--- src/rtl/counter_pkg.sv ---
// Shared types for the counter arbiter: opcodes, FSM states and opcode decode.
package counter_pkg;

  localparam int unsigned OPW = 2;

  typedef enum logic [OPW-1:0] {
    OP_INC  = 2'b00,
    OP_LOAD = 2'b01,
    OP_READ = 2'b10
  } op_e;

  typedef enum logic {
    ST_IDLE  = 1'b0,
    ST_OWNED = 1'b1
  } state_e;

  // Reserved encoding 11 folds onto READ.
  function automatic op_e decode_op(input logic [OPW-1:0] raw);
    case (raw)
      2'b00:   return OP_INC;
      2'b01:   return OP_LOAD;
      default: return OP_READ;
    endcase
  endfunction

endpackage

--- src/rtl/counter_arbiter_if.sv ---
// Request/response bundle between client blocks and the shared counter arbiter.
interface counter_arbiter_if #(
  parameter int unsigned NUM_REQ = 4,
  parameter int unsigned WIDTH   = 8
);
  import counter_pkg::*;

  localparam int unsigned IDW = $clog2(NUM_REQ);

  logic [NUM_REQ-1:0]       req_valid;
  logic [OPW*NUM_REQ-1:0]   req_op;
  logic [NUM_REQ-1:0]       req_lock;
  logic [WIDTH*NUM_REQ-1:0] req_data;
  logic [NUM_REQ-1:0]       req_ready;
  logic                     rsp_valid;
  logic [IDW-1:0]           rsp_id;
  logic [WIDTH-1:0]         rsp_data;
  logic                     rsp_wrap;
  logic [WIDTH-1:0]         count;

  modport master (
    output req_valid, req_op, req_lock, req_data,
    input  req_ready, rsp_valid, rsp_id, rsp_data, rsp_wrap, count
  );

  modport slave (
    input  req_valid, req_op, req_lock, req_data,
    output req_ready, rsp_valid, rsp_id, rsp_data, rsp_wrap, count
  );

endinterface

--- src/rtl/counter_arbiter_rr_pick.sv ---
// Combinational round-robin first-one search starting at ptr and wrapping.
module rr_pick #(
  parameter  int unsigned N  = 4,
  localparam int unsigned IW = $clog2(N)
) (
  input  logic [N-1:0]  req,
  input  logic [IW-1:0] ptr,
  output logic [N-1:0]  grant,
  output logic [IW-1:0] idx
);

  logic [IW-1:0] pos;

  // Scan from the farthest offset down so the closest-to-ptr requester wins.
  always_comb begin
    grant = '0;
    idx   = '0;
    pos   = '0;
    for (int k = int'(N) - 1; k >= 0; k--) begin
      pos = IW'((int'(ptr) + k) % int'(N));
      if (req[pos]) begin
        grant      = '0;
        grant[pos] = 1'b1;
        idx        = pos;
      end
    end
  end

endmodule

--- src/rtl/counter_arbiter.sv ---
// Shared step/overwrite counter with round-robin arbitration, lock-based
// ownership and a registered one-cycle tagged response.
module counter_arbiter
  import counter_pkg::*;
#(
  parameter int unsigned NUM_REQ = 4,
  parameter int unsigned WIDTH   = 8
) (
  input  logic             clk,
  input  logic             rst,
  counter_arbiter_if.slave bus
);

  localparam int unsigned IDW = $clog2(NUM_REQ);

  state_e           state, state_nxt;
  logic [IDW-1:0]   owner, owner_nxt;
  logic [IDW-1:0]   rr_ptr, rr_ptr_nxt;
  logic [WIDTH-1:0] count_q, count_nxt;
  logic             rsp_valid_q, rsp_valid_nxt;
  logic [IDW-1:0]   rsp_id_q, rsp_id_nxt;
  logic [WIDTH-1:0] rsp_data_q, rsp_data_nxt;
  logic             rsp_wrap_q, rsp_wrap_nxt;

  logic [NUM_REQ-1:0] pick_grant;
  logic [IDW-1:0]     pick_idx;
  logic [NUM_REQ-1:0] ready;
  logic [IDW-1:0]     gid;
  op_e                op_arr   [NUM_REQ];
  logic [WIDTH-1:0]   data_arr [NUM_REQ];

  rr_pick #(.N(NUM_REQ)) u_pick (
    .req   (bus.req_valid),
    .ptr   (rr_ptr),
    .grant (pick_grant),
    .idx   (pick_idx)
  );

  // Unpack per-requester opcode and load data.
  always_comb begin
    for (int i = 0; i < int'(NUM_REQ); i++) begin
      op_arr[i]   = decode_op(bus.req_op[OPW*i +: OPW]);
      data_arr[i] = bus.req_data[WIDTH*i +: WIDTH];
    end
  end

  // Grant selection, counter update and FSM next state.
  always_comb begin
    state_nxt     = state;
    owner_nxt     = owner;
    rr_ptr_nxt    = rr_ptr;
    count_nxt     = count_q;
    rsp_valid_nxt = 1'b0;
    rsp_id_nxt    = rsp_id_q;
    rsp_data_nxt  = rsp_data_q;
    rsp_wrap_nxt  = rsp_wrap_q;
    ready         = '0;
    gid           = owner;

    case (state)
      ST_IDLE: begin
        ready = pick_grant;
        gid   = pick_idx;
      end
      ST_OWNED: begin
        ready = bus.req_valid & (NUM_REQ'(1) << owner);
        gid   = owner;
      end
      default: ;
    endcase

    if (|ready) begin
      rsp_wrap_nxt = 1'b0;
      case (op_arr[gid])
        OP_INC: begin
          count_nxt    = count_q + WIDTH'(1);
          rsp_wrap_nxt = (count_q == {WIDTH{1'b1}});
        end
        OP_LOAD: count_nxt = data_arr[gid];
        default: ;
      endcase
      rsp_valid_nxt = 1'b1;
      rsp_id_nxt    = gid;
      rsp_data_nxt  = count_nxt;

      // Pointer only advances on arbitrated transfers, never on owner traffic.
      if (state == ST_IDLE) begin
        rr_ptr_nxt = (gid == IDW'(NUM_REQ - 1)) ? '0 : gid + IDW'(1);
        if (bus.req_lock[gid]) begin
          state_nxt = ST_OWNED;
          owner_nxt = gid;
        end
      end else if (!bus.req_lock[gid]) begin
        state_nxt = ST_IDLE;
      end
    end
  end

  always_ff @(posedge clk or posedge rst) begin
    if (rst) begin
      state       <= ST_IDLE;
      owner       <= '0;
      rr_ptr      <= '0;
      count_q     <= '0;
      rsp_valid_q <= 1'b0;
      rsp_id_q    <= '0;
      rsp_data_q  <= '0;
      rsp_wrap_q  <= 1'b0;
    end else begin
      state       <= state_nxt;
      owner       <= owner_nxt;
      rr_ptr      <= rr_ptr_nxt;
      count_q     <= count_nxt;
      rsp_valid_q <= rsp_valid_nxt;
      rsp_id_q    <= rsp_id_nxt;
      rsp_data_q  <= rsp_data_nxt;
      rsp_wrap_q  <= rsp_wrap_nxt;
    end
  end

  assign bus.req_ready = ready;
  assign bus.rsp_valid = rsp_valid_q;
  assign bus.rsp_id    = rsp_id_q;
  assign bus.rsp_data  = rsp_data_q;
  assign bus.rsp_wrap  = rsp_wrap_q;
  assign bus.count     = count_q;

endmodule

--- src/flat_wrapper.sv ---
// flat-port wrapper written by rule: the top's interface ports become plain ports
module counter_arbiter_flat import counter_pkg::*;
#(
  parameter int unsigned NUM_REQ = 4,
  parameter int unsigned WIDTH   = 8
)
  (clk, rst, bus_req_valid, bus_req_op, bus_req_lock, bus_req_data, bus_req_ready, bus_rsp_valid, bus_rsp_id, bus_rsp_data, bus_rsp_wrap, bus_count);
  counter_arbiter_if #(.NUM_REQ(NUM_REQ), .WIDTH(WIDTH)) bus_i ();
  input  logic clk;
  input  logic rst;
  input wire logic [$bits(bus_i.req_valid)-1:0] bus_req_valid;
  input wire logic [$bits(bus_i.req_op)-1:0] bus_req_op;
  input wire logic [$bits(bus_i.req_lock)-1:0] bus_req_lock;
  input wire logic [$bits(bus_i.req_data)-1:0] bus_req_data;
  output wire logic [$bits(bus_i.req_ready)-1:0] bus_req_ready;
  output wire logic [$bits(bus_i.rsp_valid)-1:0] bus_rsp_valid;
  output wire logic [$bits(bus_i.rsp_id)-1:0] bus_rsp_id;
  output wire logic [$bits(bus_i.rsp_data)-1:0] bus_rsp_data;
  output wire logic [$bits(bus_i.rsp_wrap)-1:0] bus_rsp_wrap;
  output wire logic [$bits(bus_i.count)-1:0] bus_count;
  assign bus_i.req_valid = bus_req_valid;
  assign bus_i.req_op = bus_req_op;
  assign bus_i.req_lock = bus_req_lock;
  assign bus_i.req_data = bus_req_data;
  assign bus_req_ready = bus_i.req_ready;
  assign bus_rsp_valid = bus_i.rsp_valid;
  assign bus_rsp_id = bus_i.rsp_id;
  assign bus_rsp_data = bus_i.rsp_data;
  assign bus_rsp_wrap = bus_i.rsp_wrap;
  assign bus_count = bus_i.count;
  counter_arbiter #(.NUM_REQ(NUM_REQ), .WIDTH(WIDTH)) u_core (.clk(clk), .rst(rst), .bus(bus_i));
endmodule
--- config.mk ---
export PLATFORM = sky130hd
export DESIGN_NAME = counter_arbiter_flat
export DESIGN_NICKNAME = d
export VERILOG_FILES = /design/src/rtl/counter_pkg.sv /design/src/rtl/counter_arbiter_if.sv /design/src/rtl/counter_arbiter_rr_pick.sv /design/src/rtl/counter_arbiter.sv /design/src/flat_wrapper.sv
export SDC_FILE = /design/constraint.sdc
export NUM_CORES = 1
export LEC_CHECK = 0
export CORE_MARGIN = 2
export CORE_UTILIZATION = 48
export CTS_CLUSTER_SIZE = 8
export DETAILED_ROUTE_END_ITERATION = 8
export GPL_ROUTABILITY_DRIVEN = 1
export GPL_TIMING_DRIVEN = 0
export PLACE_DENSITY = 0.84
export SKIP_LAST_GASP = 1
export SLEW_MARGIN = 20
export SYNTH_ARGS = -nofsm -noshare
export SYNTH_HDL_FRONTEND = slang
export SYNTH_SLANG_ARGS = --single-unit
export TNS_END_PERCENT = 30
--- constraint.sdc ---
create_clock -name clk -period 6.7 [get_ports clk]
set_input_delay 1.34 -clock clk [delete_from_list [all_inputs] [get_ports clk]]
set_output_delay 1.34 -clock clk [all_outputs]
set_load 0.02 [all_outputs]
==> impl_results.md, run 1 <==
* Cell chain of the critical path: clkdlybuf4s50_1 > mux4_2 > buf_2 > o21bai_1 > a211oi_1 > inv_1 > clkdlybuf4s50_1
* Nets in the synthesized netlist at 259
* Number of remaining DRC errors at 0
* Wire length of the first global-routing pass at 7452 um
* Final Max Tran Viols at 0
* Final clock period utilization by the worst path at 0.7755
* Number of hold-slack violations in the final timing report at 0
* Most numerous cell types in the synthesized netlist: sky130_fd_sc_hd__inv_1 (25), sky130_fd_sc_hd__dfrtp_1 (17), sky130_fd_sc_hd__mux4_2 (13)
* Total routing usage reported by global routing at 0.2158
* Type of the worst setup path: in -> out
* Tmin final at 5196 ps
* Initial antenna violation count at 0
* F_max at 0.1925 GHz
* Most common flop cell mapped by yosys: sky130_fd_sc_hd__dfrtp_1
* Iter 0 DRT Violations at 117
* Number of enable flip-flop cells after synthesis at 0
* Buffer and inverter count on the worst path at 4
* Maximum number of pins on one net before global-route repair at 18
* Fin Setup TNS at 0 ps
* HPWL Detailed at 3918 um
* Overall overflow remaining after global route at 0
* Slew margin rel. at 0.5648
* Yosys top cell area share at 0.2235
* Die extent in x at 66.97 um
* Initial DRT Pass Iterations at 4
* Post-synthesis cell type with the largest combined area: sky130_fd_sc_hd__dfrtp_1
* Count of different cell masters after synthesis at 42
* Kind of start point of the critical path: input pin
* Clock transition at the registers of the reported paths at 60 ps
* Power consumption at 1.560 mW
* Worst min-delay path category: reg -> reg
* CTS hold repair buffers at 0
* Synth warn at 0
* Count of inserted antenna diode cells at 0
* Cts bufs inserted at 3
* Portion of the post-synthesis area used by sequential elements at 0.2235
* Initial Utilization at 0.5084
* Final layout net count at 337
* Slowest cell on the critical path: sky130_fd_sc_hd__mux4_2
* Crit path max-delay family: buffers and inverters
* Deepest clock path buffer count at 2
* Critical Path Max Stage Delay at 550 ps
* Count of standard-cell rows at 22
* Synth Area per Inst at 9.563 um2
* Setup bufs post-CTS at 0
* Most numerous cell in the Yosys netlist: sky130_fd_sc_hd__inv_1
* Library cell used as clock root buffer: sky130_fd_sc_hd__clkbuf_8
* Endpoint arrival time on the critical path at 3860 ps
* Crit Path Max Fanout at 10
* Post-synthesis register bit count at 17
* Peak ir drop on the vdd network at 391.1 uV
* Type of destination of the critical path: output port
* Port Buf Inserts at 73
* Io pins at 74
* Final estimated routing congestion in global placement at 0.8885
* Proportion of register bits with asynchronous set or reset after synthesis at 1.000
* Proportion of layout cells with a drive suffix above 1 at 0.1486
* TritonCTS Sinks at 17
* Result of the run: finished clean
* Number of global-route vias before repair at 1622
* Clock latency on the worst-skew pair at 250 ps
* WL final at 4659 um
* Core area at 0.003744 mm2
* Cell Area, Synth at 0.001903 mm2
* Area Growth Syn to Fin at 43.92%
* Antenna viol nets, final at 0
* Synth Instances at 199
* Library cell appearing most often on the critical path: sky130_fd_sc_hd__clkdlybuf4s50_1
* Average via count per standard cell at 5.463
* # Max-Cap Violations at 0
* RSZ-0062 raised after global routing: false
* Data required time of the worst path at 5360 ps
* Area contributors post-synth: sky130_fd_sc_hd__dfrtp_1 (22%), sky130_fd_sc_hd__mux4_2 (15%), sky130_fd_sc_hd__ha_1 (6.6%), sky130_fd_sc_hd__inv_1 (4.9%), sky130_fd_sc_hd__mux2i_1 (4.7%)
* Number of gates given a new drive strength after cts at 0
* Final count of negative-setup-slack endpoints at 0
* Transition time at the pin with the least slew margin at 652.0 ps
* Number of vias in the routed layout at 1770
* TritonCTS clock tree: built
* Die height at 66.97 um
* H-Tree Level Count at 1
* Worst hold-check slack at 525.1 ps
* Layout Skew at 3.896 ps
* Power density over the cells at 569.5 mW/mm2
* P_leak at 1.176 nW
* Wirelength per Cell at 14.38 um
* Die outline area at 0.004484 mm2
==> report_power, final <==
group	total (mW)	switching (mW)	internal, mW
clock	0.0746	0.0325	0.0421
sequential	0.226	0.0665	0.160
combinational	1.26	0.629	0.630
total	1.56	0.728	0.832
==> state kept, by name (all words and copies together), names as in the netlist <==
| signal | cells |
|---|---|
| u_core.bus.rsp_valid | 1 |
| u_core.bus.rsp_data | 8 |
| u_core.owner | 2 |
| u_core.bus.rsp_wrap | 1 |
| u_core.rr_ptr | 2 |
| u_core.bus.rsp_id | 2 |
| u_core.state | 1 |
==> metal layers <==
layer / track usage / up-vias / wire, um
met5: 0 / - / 0
met4: 0.03061 / 0 / 27
met3: 0.03209 / 2 / 189
met2: 0.3650 / 53 / 2349
met1: 0.2987 / 840 / 2092
li1: - / 875 / -
==> final timing paths <==
kind | from | to | slack (ps) | depth (start not counted)
max | bus_req_valid[1] | bus_req_ready[2] | 1500 | 7
min | u_core.bus.rsp_id[0] | u_core.bus.rsp_id[0] | 530 | 1
max reg2reg | u_core.rr_ptr[0] | u_core.bus.rsp_data[0] | 2840 | 12
min reg2reg | u_core.bus.rsp_id[0] | u_core.bus.rsp_id[0] | 530 | 1
max in group asynchronous | rst | u_core.bus.rsp_id[0] | 4780 | 2
min in group asynchronous | rst | u_core.bus.rsp_valid | 1500 | 2
==> worst reg2reg max path: stages, from the launching register on <==
cell	delay (ps)
sky130_fd_sc_hd__dfrtp_1	450
sky130_fd_sc_hd__buf_6	180
sky130_fd_sc_hd__inv_1	160
sky130_fd_sc_hd__ha_1	440
sky130_fd_sc_hd__mux4_2	600
sky130_fd_sc_hd__buf_2	200
sky130_fd_sc_hd__nand2_1	70
sky130_fd_sc_hd__a21boi_0	80
sky130_fd_sc_hd__a211oi_1	410
sky130_fd_sc_hd__nand4_1	400
sky130_fd_sc_hd__and2_1	260
sky130_fd_sc_hd__buf_2	170
sky130_fd_sc_hd__a221o_1	320
==> metrics by stage <==
stage	area, um2	util	worst slack (ps)	cells
2_1_floorplan	1903	-	2691	199
3_3_place_gp	2694	0.7196	1553	320
3_5_place_dp	2694	0.7196	1498	320
4_1_cts	2739	0.7316	1496	324
5_1_grt	2739	0.7316	1360	324
6_report	2739	0.7316	1504	324
==> layout by cell type, fill, tap and decap left out, types with 9 or more instances in the layout <==
cell                              count
sky130_fd_sc_hd__clkdlybuf4s50_1     73
sky130_fd_sc_hd__inv_1               25
sky130_fd_sc_hd__dfrtp_1             17
sky130_fd_sc_hd__mux4_2              13
sky130_fd_sc_hd__nand2_1             12
sky130_fd_sc_hd__a21oi_1             10
sky130_fd_sc_hd__buf_4               10
sky130_fd_sc_hd__ha_1                10
sky130_fd_sc_hd__nor2_1               9
sky130_fd_sc_hd__mux2i_1              9
==> kinds of logic (layout without fill, tap and decap cells) <==
group                      count (synthesis)  count (layout)  share of synthesized area
muxes                                     29              29                     0.2505
buffers and inverters                     44             121                     0.1170
AOI/OAI and AO/OA                         47              47                     0.1821
adders and majority gates                 10              10                    0.06575
DFF                                       17              17                     0.2235
and+or+nand+nor                           52              52                     0.1611
==> final cells by class <==
cell class / instances / area [um2]
fill: 277 / 1005
buffer: 19 / 128.9
sequential: 17 / 425.4
tap: 48 / 60.06
inverter: 25 / 93.84
clock buffer: 4 / 45.04
multi-input combinational: 138 / 1255
timing repair buffer: 73 / 730.7
Power figures use the tool's default switching activity.
==> run 2, diff against run 1 <==
--- a/config.mk
+++ b/config.mk
@@ -6,12 +6,12 @@
 export NUM_CORES = 1
 export LEC_CHECK = 0
 export CORE_MARGIN = 2
-export CORE_UTILIZATION = 48
+export CORE_UTILIZATION = 40
 export CTS_CLUSTER_SIZE = 8
 export DETAILED_ROUTE_END_ITERATION = 8
 export GPL_ROUTABILITY_DRIVEN = 1
 export GPL_TIMING_DRIVEN = 0
-export PLACE_DENSITY = 0.84
+export PLACE_DENSITY = 0.74
 export SKIP_LAST_GASP = 1
 export SLEW_MARGIN = 20
 export SYNTH_ARGS = -nofsm -noshare
==> constraint.sdc (replaced) <==
create_clock -name clk -period 4.3 [get_ports clk]
set_input_delay 0.86 -clock clk [delete_from_list [all_inputs] [get_ports clk]]
set_output_delay 0.86 -clock clk [all_outputs]
set_load 0.02 [all_outputs]
==> run 2 against run 1 <==
  * Flip-flop and latch count is the same
  * Sequential share of layout area shrank 0.23 points
  * Sequential power grew 56%
  * Power grew 61%
  * Hold slack lost 0.62 ps
  * Non-clock buffer count is the same
  * Final cell count grew 1.9%
  * Global-route usage shrank 2.5 points
  * Wire length grew 6.4%
  * Via count grew 1.3%
  * Core utilization shrank 13 points
  * Largest cell class unchanged
==> impl_results.md, run 2 (synthesis gave the netlist of run 1 again) <==
* Iter 0 DRT Violations at 70 (was 117)
* Most used cells in the layout excluding fill and tap cells: sky130_fd_sc_hd__clkdlybuf4s50_1 (73), sky130_fd_sc_hd__inv_1 (25), sky130_fd_sc_hd__dfrtp_1 (16) (was sky130_fd_sc_hd__clkdlybuf4s50_1 (73), sky130_fd_sc_hd__inv_1 (25), sky130_fd_sc_hd__dfrtp_1 (17))
* Startpoint of the most critical hold path: u_core.bus.rsp_id[0] (unchanged)
* Core area at 0.004661 mm2 (was 0.003744 mm2)
* Number of vias in the routed layout at 1793 (was 1770)
* Clock transition at the registers of the reported paths at 70 ps (was 60 ps)
* Transition time at the pin with the least slew margin at 663.3 ps (was 652.0 ps)
* Number of cells on the worst reg-to-reg path at 12 (unchanged)
* Endpoint of the most critical register-to-register path: u_core.bus.rsp_data[0] (unchanged)
* Layout Skew at 2.241 ps (was 3.896 ps)
* Tmin final at 4274 ps
* Final estimated routing congestion in global placement at 0.8067 (was 0.8885)
* Clock latency on the worst-skew pair at 250 ps (about the same)
* Cts bufs inserted at 3 (unchanged)
* Met1 track demand over resource at 0.2615 (was 0.2987)
* Number of hold-slack violations in the final timing report at 0 (unchanged)
* Most heavily used metal layer in global routing: met2 (unchanged)
* Initial antenna violation count at 0 (unchanged)
* TritonCTS clock tree: built (unchanged)
* Final layout net count at 337 (unchanged)
* Wire length of the first global-routing pass at 8038 um (was 7452 um)
* Setup slack, reg-to-reg at 650 ps (was 2840 ps)
* Power density over the cells at 900.0 mW/mm2 (was 569.5 mW/mm2)
* Post-placement worst setup slack at 79.05 ps (was 1498 ps)
* Antenna viol nets, final at 0 (unchanged)
* Library cell appearing most often on the critical path: sky130_fd_sc_hd__clkdlybuf4s50_1 (unchanged)
* # Max-Cap Violations at 0 (unchanged)
* Final count of negative-setup-slack endpoints at 0 (unchanged)
* F_max at 0.2340 GHz
* Endpoint arrival time on the critical path at 3410 ps (was 3860 ps)
* Type of destination of the critical path: output port (unchanged)
* Data required time of the worst path at 3440 ps (was 5360 ps)
* Peak ir drop on the vdd network at 582.5 uV (was 391.1 uV)
* TritonCTS Sinks at 17 (unchanged)
* Worst Hold End: u_core.bus.rsp_id[0] (unchanged)
* RSZ-0062 raised after global routing: true (was false)
* Type of the worst setup path: in -> out (unchanged)
* Slowest cell on the critical path: sky130_fd_sc_hd__clkdlybuf4s50_1 (was sky130_fd_sc_hd__mux4_2)
* Cell chain of the critical path: clkdlybuf4s50_1 > mux4_2 > buf_2 > a21oi_1 > a21boi_0 > a211oi_2 > inv_1 > clkdlybuf4s50_1 (was clkdlybuf4s50_1 > mux4_2 > buf_2 > o21bai_1 > a211oi_1 > inv_1 > clkdlybuf4s50_1)
* Port Buf Inserts at 73 (unchanged)
* Final worst slack at 26.18 ps (was 1504 ps)
* Most common cell after layout, fill and taps aside: sky130_fd_sc_hd__clkdlybuf4s50_1 (unchanged)
* Wirelength per Cell at 15.03 um (was 14.38 um)
* Final clock period utilization by the worst path at 0.9939
* Overall overflow remaining after global route at 0 (unchanged)
* Area Growth Syn to Fin at 46.48% (was 43.92%)
* Die height at 72.98 um (was 66.97 um)
* Initial DRT Pass Iterations at 4 (unchanged)
* HPWL Detailed at 3931 um (was 3918 um)
* Worst min-delay path category: reg -> reg (unchanged)
* Flip-flop count of the largest register, all copies and words added at 8 (unchanged)
* Slew margin rel. at 0.5573 (was 0.5648)
* Total routing usage reported by global routing at 0.1907 (was 0.2158)
* Count of standard-cell rows at 25 (was 22)
* Kind of start point of the critical path: input pin (unchanged)
* Crit Path Max Fanout at 10 (unchanged)
* Count of inserted antenna diode cells at 0 (unchanged)
* Placed Cells at 326 (was 320)
* Proportion of layout cells with a drive suffix above 1 at 0.1775 (was 0.1486)
* Library cell used as clock root buffer: sky130_fd_sc_hd__clkbuf_8 (unchanged)
* Result of the run: finished clean (unchanged)
* Maximum number of pins on one net before global-route repair at 18 (unchanged)
* WL final at 4959 um (was 4659 um)
* Met3 demand-to-capacity share in global routing at 0.02762 (was 0.03209)
* Number of instances on the worst hold path at 1 (unchanged)
* Die outline area at 0.005325 mm2 (was 0.004484 mm2)
* Initial Utilization at 0.4083 (was 0.5084)
* Die extent in x at 72.98 um (was 66.97 um)
* Io pins at 74 (unchanged)
* Critical Path Max Stage Delay at 590 ps (was 550 ps)
* Worst R2R Start: u_core.rr_ptr[0] (unchanged)
* GR Layer Usage met2 at 0.3273 (was 0.3650)
* Final Max Tran Viols at 0 (unchanged)
* Average via count per standard cell at 5.433 (was 5.463)
* Post-Layout Cell Count at 330 (was 324)
* Number of remaining DRC errors at 0 (unchanged)
* Deepest clock path buffer count at 2 (unchanged)
* CTS hold repair buffers at 0 (unchanged)
* Number of global-route vias before repair at 1742 (was 1622)
* P_leak at 1.180 nW (was 1.176 nW)
* H-Tree Level Count at 1 (unchanged)
[run 2: cell type report]
| class | instances | area, um2 |
|---|---|---|
| inverter | 25 | 93.84 |
| buffer | 19 | 128.9 |
| timing repair buffer | 73 | 730.7 |
| clock buffer | 4 | 45.04 |
| sequential | 17 | 426.7 |
| fill | 399 | 1873 |
| tap | 54 | 67.56 |
| multi-input combinational | 138 | 1295 |
[run 2: per-stage QoR]
stage / TNS, ps / area (um2) / power, mW / util / hold WS [ps]
CTS: -37.83 / 2751 / 2.473 / 0.5903 / 530.3
finish: 0 / 2788 / 2.509 / 0.5981 / 524.5
floorplan: 0 / 1903 / 1.762 / - / 546.1
detailed placement: 0 / 2701 / 2.334 / 0.5796 / 515.2
global placement: 0 / 2701 / 2.294 / 0.5796 / 492.3
global route: -76.82 / 2788 / 2.713 / 0.5981 / 545.9
[run 2: repair_timing]
item                       CTS  global route
setup buffers                0             0
resized for setup            1             9
pin swaps                    0             0
setup endpoints to repair    3             4
[run 2: report_power, final]
group / total [mW] / switching, mW / internal [mW] / leakage (nW)
clock: 0.122 / 0.0564 / 0.0658 / 0.0228
combinational: 2.03 / 1.02 / 1.01 / 0.962
sequential: 0.353 / 0.104 / 0.249 / 0.196
[run 2: worst max-delay path, delay by kind of cell]
| kind | cells | cell delay [ps] |
|---|---|---|
| buf+inv | 4 | 1400 |
| mux | 1 | 550 |
| compound gates | 3 | 590 |
[run 2: layer usage]
layer  wire, um  vias to the layer above
li1           -                      875
met1       2231                      865
met2       2509                       49
met3        178                        4
met4         40                        0
met5          0                        -
[run 2: worst max path at each step]
stage                     cells after the start                      to  slack [ps]             start
after floorplan                              12  u_core.bus.rsp_data[0]         990  u_core.rr_ptr[0]
after global placement                        7        bus_req_ready[2]         100  bus_req_valid[1]
after detailed placement                      7        bus_req_ready[3]          80  bus_req_valid[1]
after CTS                                    10        bus_req_ready[3]         -20  u_core.rr_ptr[0]
after global routing                          8        bus_req_ready[0]         -50  bus_req_valid[3]
final                                         8        bus_req_ready[0]          30  bus_req_valid[1]
==> run 3, diff against run 2 <==
--- a/config.mk
+++ b/config.mk
@@ -11,7 +11,8 @@
 export DETAILED_ROUTE_END_ITERATION = 8
 export GPL_ROUTABILITY_DRIVEN = 1
 export GPL_TIMING_DRIVEN = 0
-export PLACE_DENSITY = 0.74
+export PLACE_DENSITY = 0.87
+export RECOVER_POWER = 50
 export SKIP_LAST_GASP = 1
 export SLEW_MARGIN = 20
 export SYNTH_ARGS = -nofsm -noshare
==> run 3 against run 2 <==
  * Global-route usage down 0.72 points
  * Combinational power about the same
  * Count of clock-buffer cells in the layout unchanged
  * Worst setup slack better by 46 ps
  * Wire length down 2.8%
  * Non-clock buffer count unchanged
  * Sequential power down 1%
  * Final cell count unchanged
  * Register-to-register slack worse by 50 ps
==> impl_results.md, run 3 (synthesis gave the netlist of run 1 again) <==
* Result of the run: finished clean (unchanged)
* Buffer and inverter count on the worst path at 4 (unchanged)
* Cts bufs inserted at 3 (unchanged)
* Wire length of the first global-routing pass at 7714 um (was 8038 um)
* Multi-input logic area at 0.001282 mm2 (was 0.001295 mm2)
* Type of the worst setup path: in -> out (unchanged)
* TritonCTS clock tree: built (unchanged)
* Iter 0 DRT Violations at 123 (was 70)
* Fill count at 403 (was 399)
* Area Growth Syn to Fin at 45.96% (was 46.48%)
* Final layout net count at 337 (unchanged)
* Overall overflow remaining after global route at 0 (unchanged)
* HPWL Detailed at 3842 um (was 3931 um)
* Transition time at the pin with the least slew margin at 647.8 ps (was 663.3 ps)
* Slowest cell on the critical path: sky130_fd_sc_hd__clkdlybuf4s50_1 (unchanged)
* Flip-flop count of the largest register, all copies and words added at 8 (unchanged)
* Peak ir drop on the vdd network at 503.2 uV (was 582.5 uV)
* Most used cells in the layout excluding fill and tap cells: sky130_fd_sc_hd__clkdlybuf4s50_1 (61), sky130_fd_sc_hd__inv_1 (25), sky130_fd_sc_hd__dfrtp_1 (16) (was sky130_fd_sc_hd__clkdlybuf4s50_1 (73), sky130_fd_sc_hd__inv_1 (25), sky130_fd_sc_hd__dfrtp_1 (16))
* Average via count per standard cell at 5.533 (was 5.433)
* Switching share of power at 0.4718 (was 0.4724)
* Portion of total power attributed to the clock network at 0.049 (about the same)
* Core area at 0.004661 mm2 (unchanged)
* Crit Path Max Fanout at 10 (unchanged)
* # Max-Cap Violations at 0 (unchanged)
* Area taken by flip-flops and latches at 426.7 um2 (unchanged)
* Initial Utilization at 0.4083 (unchanged)
* Initial antenna violation count at 0 (unchanged)
* Number of global-route vias before repair at 1662 (was 1742)
* Final Max Tran Viols at 0 (unchanged)
* Total routing usage reported by global routing at 0.1835 (was 0.1907)
* Library cell appearing most often on the critical path: sky130_fd_sc_hd__clkdlybuf4s50_1 (unchanged)
* H-Tree Level Count at 1 (unchanged)
* Internal at 1.302 mW (was 1.324 mW)
* CTS hold repair buffers at 0 (unchanged)
* Tmin final at 4228 ps (was 4274 ps)
* Proportion of layout cells with a drive suffix above 1 at 0.1667 (was 0.1775)
* Deepest clock path buffer count at 2 (unchanged)
* Library cell used as clock root buffer: sky130_fd_sc_hd__clkbuf_8 (unchanged)
* Number of vias in the routed layout at 1826 (was 1793)
* Data required time of the worst path at 3440 ps (about the same)
* Slew margin rel. at 0.5677 (was 0.5573)
* Final count of negative-setup-slack endpoints at 0 (unchanged)
* Critical Path Max Stage Delay at 590 ps (about the same)
* Kind of start point of the critical path: input pin (unchanged)
* Port Buf Inserts at 73 (unchanged)
* Number of remaining DRC errors at 0 (unchanged)
* Number of hold-slack violations in the final timing report at 0 (unchanged)
* TritonCTS Sinks at 17 (unchanged)
* Clock transition at the registers of the reported paths at 60 ps (was 70 ps)
* Logic gate share of total power at 0.809 (was 0.810)
* Count of inserted antenna diode cells at 0 (unchanged)
* P_leak at 1.194 nW (was 1.180 nW)
* Crit path max-delay family: buffers and inverters (unchanged)
* Met3 wire length at 281 um (was 178 um)
* Total met2 wirelength after detailed routing at 2418 um (was 2509 um)
* NetSw at 1.163 mW (was 1.185 mW)
* Maximum number of pins on one net before global-route repair at 18 (unchanged)
* Antenna viol nets, final at 0 (unchanged)
* Die outline area at 0.005325 mm2 (unchanged)
* Io pins at 74 (unchanged)
* Layout Skew at 3.559 ps (was 2.241 ps)
* Power density over the cells at 887.5 mW/mm2 (was 900.0 mW/mm2)
* Most common cell after layout, fill and taps aside: sky130_fd_sc_hd__clkdlybuf4s50_1 (unchanged)
* Cell chain of the critical path: clkdlybuf4s50_1 > mux4_2 > buf_2 > a21oi_1 > a21boi_1 > a211oi_2 > inv_1 > clkdlybuf4s50_1 (was clkdlybuf4s50_1 > mux4_2 > buf_2 > a21oi_1 > a21boi_0 > a211oi_2 > inv_1 > clkdlybuf4s50_1)
* RSZ-0062 raised after global routing: true (unchanged)
* Wirelength per Cell at 14.60 um (was 15.03 um)
* Final estimated routing congestion in global placement at 0.8951 (was 0.8067)
* WL final at 4818 um (was 4959 um)
* Endpoint arrival time on the critical path at 3370 ps (was 3410 ps)
* Worst min-delay path category: reg -> reg (unchanged)
* Detailed-routing wirelength on met1 at 2049 um (was 2231 um)
* Die extent in x at 72.98 um (unchanged)
* Final core utilization at 0.5960 (was 0.5981)
* Fin Setup TNS at 0 ps (unchanged)
* F_max at 0.2365 GHz (was 0.2340 GHz)
* Initial DRT Pass Iterations at 4 (unchanged)
* Die height at 72.98 um (unchanged)
* Clock latency on the worst-skew pair at 260 ps (was 250 ps)
* Type of destination of the critical path: output port (unchanged)
* Register share of total power at 0.142 (was 0.141)
* Final clock period utilization by the worst path at 0.9832 (was 0.9939)
* Top layer used by detailed routing: met4 (unchanged)
* Count of standard-cell rows at 25 (unchanged)
[run 3: changes by cell type in the layout (fill, tap and decap cells not counted)]
cell / before / now
sky130_fd_sc_hd__a211oi_1: 0 / 1
sky130_fd_sc_hd__a211oi_2: 4 / 3
sky130_fd_sc_hd__a21boi_0: 4 / 3
sky130_fd_sc_hd__a21boi_1: 1 / 2
sky130_fd_sc_hd__a21oi_1: 8 / 10
sky130_fd_sc_hd__a21oi_2: 2 / 0
sky130_fd_sc_hd__clkdlybuf4s50_1: 73 / 61
sky130_fd_sc_hd__dlygate4sd3_1: 0 / 11
sky130_fd_sc_hd__dlymetal6s2s_1: 0 / 1
[run 3: worst reg2reg max path, delay by kind of cell (launching register included)]
| family | cells | cell delay (ps) |
|---|---|---|
| and+or+nand+nor | 3 | 740 |
| adders and majority gates | 1 | 360 |
| AOI/OAI and AO/OA | 3 | 770 |
| muxes | 1 | 580 |
| DFF | 1 | 420 |
| buffers and inverters | 4 | 710 |
[run 3: routing by layer]
metal | up-vias | global-route usage
li1 | 877 | -
met1 | 866 | 0.2524
met2 | 73 | 0.2919
met3 | 10 | 0.03867
met4 | 0 | 0.05350
met5 | - | 0
[run 3: power groups by stage]
| stage | sequential (mW) | clock (mW) | combinational [mW] |
|---|---|---|---|
| after floorplan | 0.392 | 0 | 1.37 |
| after CTS | 0.350 | 0.123 | 2.00 |
| after global routing | 0.365 | 0.132 | 2.19 |
| after detailed placement | 0.351 | 0 | 1.98 |
| after global placement | 0.345 | 0 | 1.93 |
| final | 0.349 | 0.121 | 2.00 |
[run 3: final cells by class]
cell class,count,share of cell area
Sequential cell,17,0.1536
Timing Repair Buffer,73,0.2640
Buffer,19,0.04640
Inverter,25,0.03378
Multi-Input combinational cell,138,0.4617
Clock buffer,4,0.01622
Tap cell,54,0.02432
[run 3: metrics by stage]
step / setup WS, ps / cells / cell area (um2) / power (mW) / hold WS (ps)
2_1_floorplan: 990.3 / 199 / 1903 / 1.762 / 546.1
3_3_place_gp: 95.49 / 326 / 2701 / 2.274 / 491.0
3_5_place_dp: 39.10 / 326 / 2701 / 2.328 / 494.6
4_1_cts: 28.02 / 330 / 2760 / 2.474 / 509.2
5_1_grt: -80.40 / 330 / 2778 / 2.685 / 532.9
6_report: 72.20 / 330 / 2778 / 2.465 / 497.9
[run 3: worst paths after layout]
path | from | cells past startpoint | to | slack (ps)
worst max-delay path | bus_req_valid[1] | 8 | bus_req_ready[3] | 70
worst min-delay path | u_core.bus.rsp_id[0] | 1 | u_core.bus.rsp_id[0] | 500
worst max register to register | u_core.rr_ptr[0] | 12 | u_core.bus.rsp_data[0] | 600
worst min register to register | u_core.bus.rsp_id[0] | 1 | u_core.bus.rsp_id[0] | 500
max in group asynchronous | rst | 2 | u_core.rr_ptr[0] | 2710
min in group asynchronous | rst | 2 | u_core.bus.rsp_valid | 1130
[run 3: repair_timing]
action	4_1_cts	5_1_grt
setup endpoints to repair	4	4
gates resized for setup	4	5
gates cloned	0	0
hold endpoints to repair	0	0
setup buffers	0	0
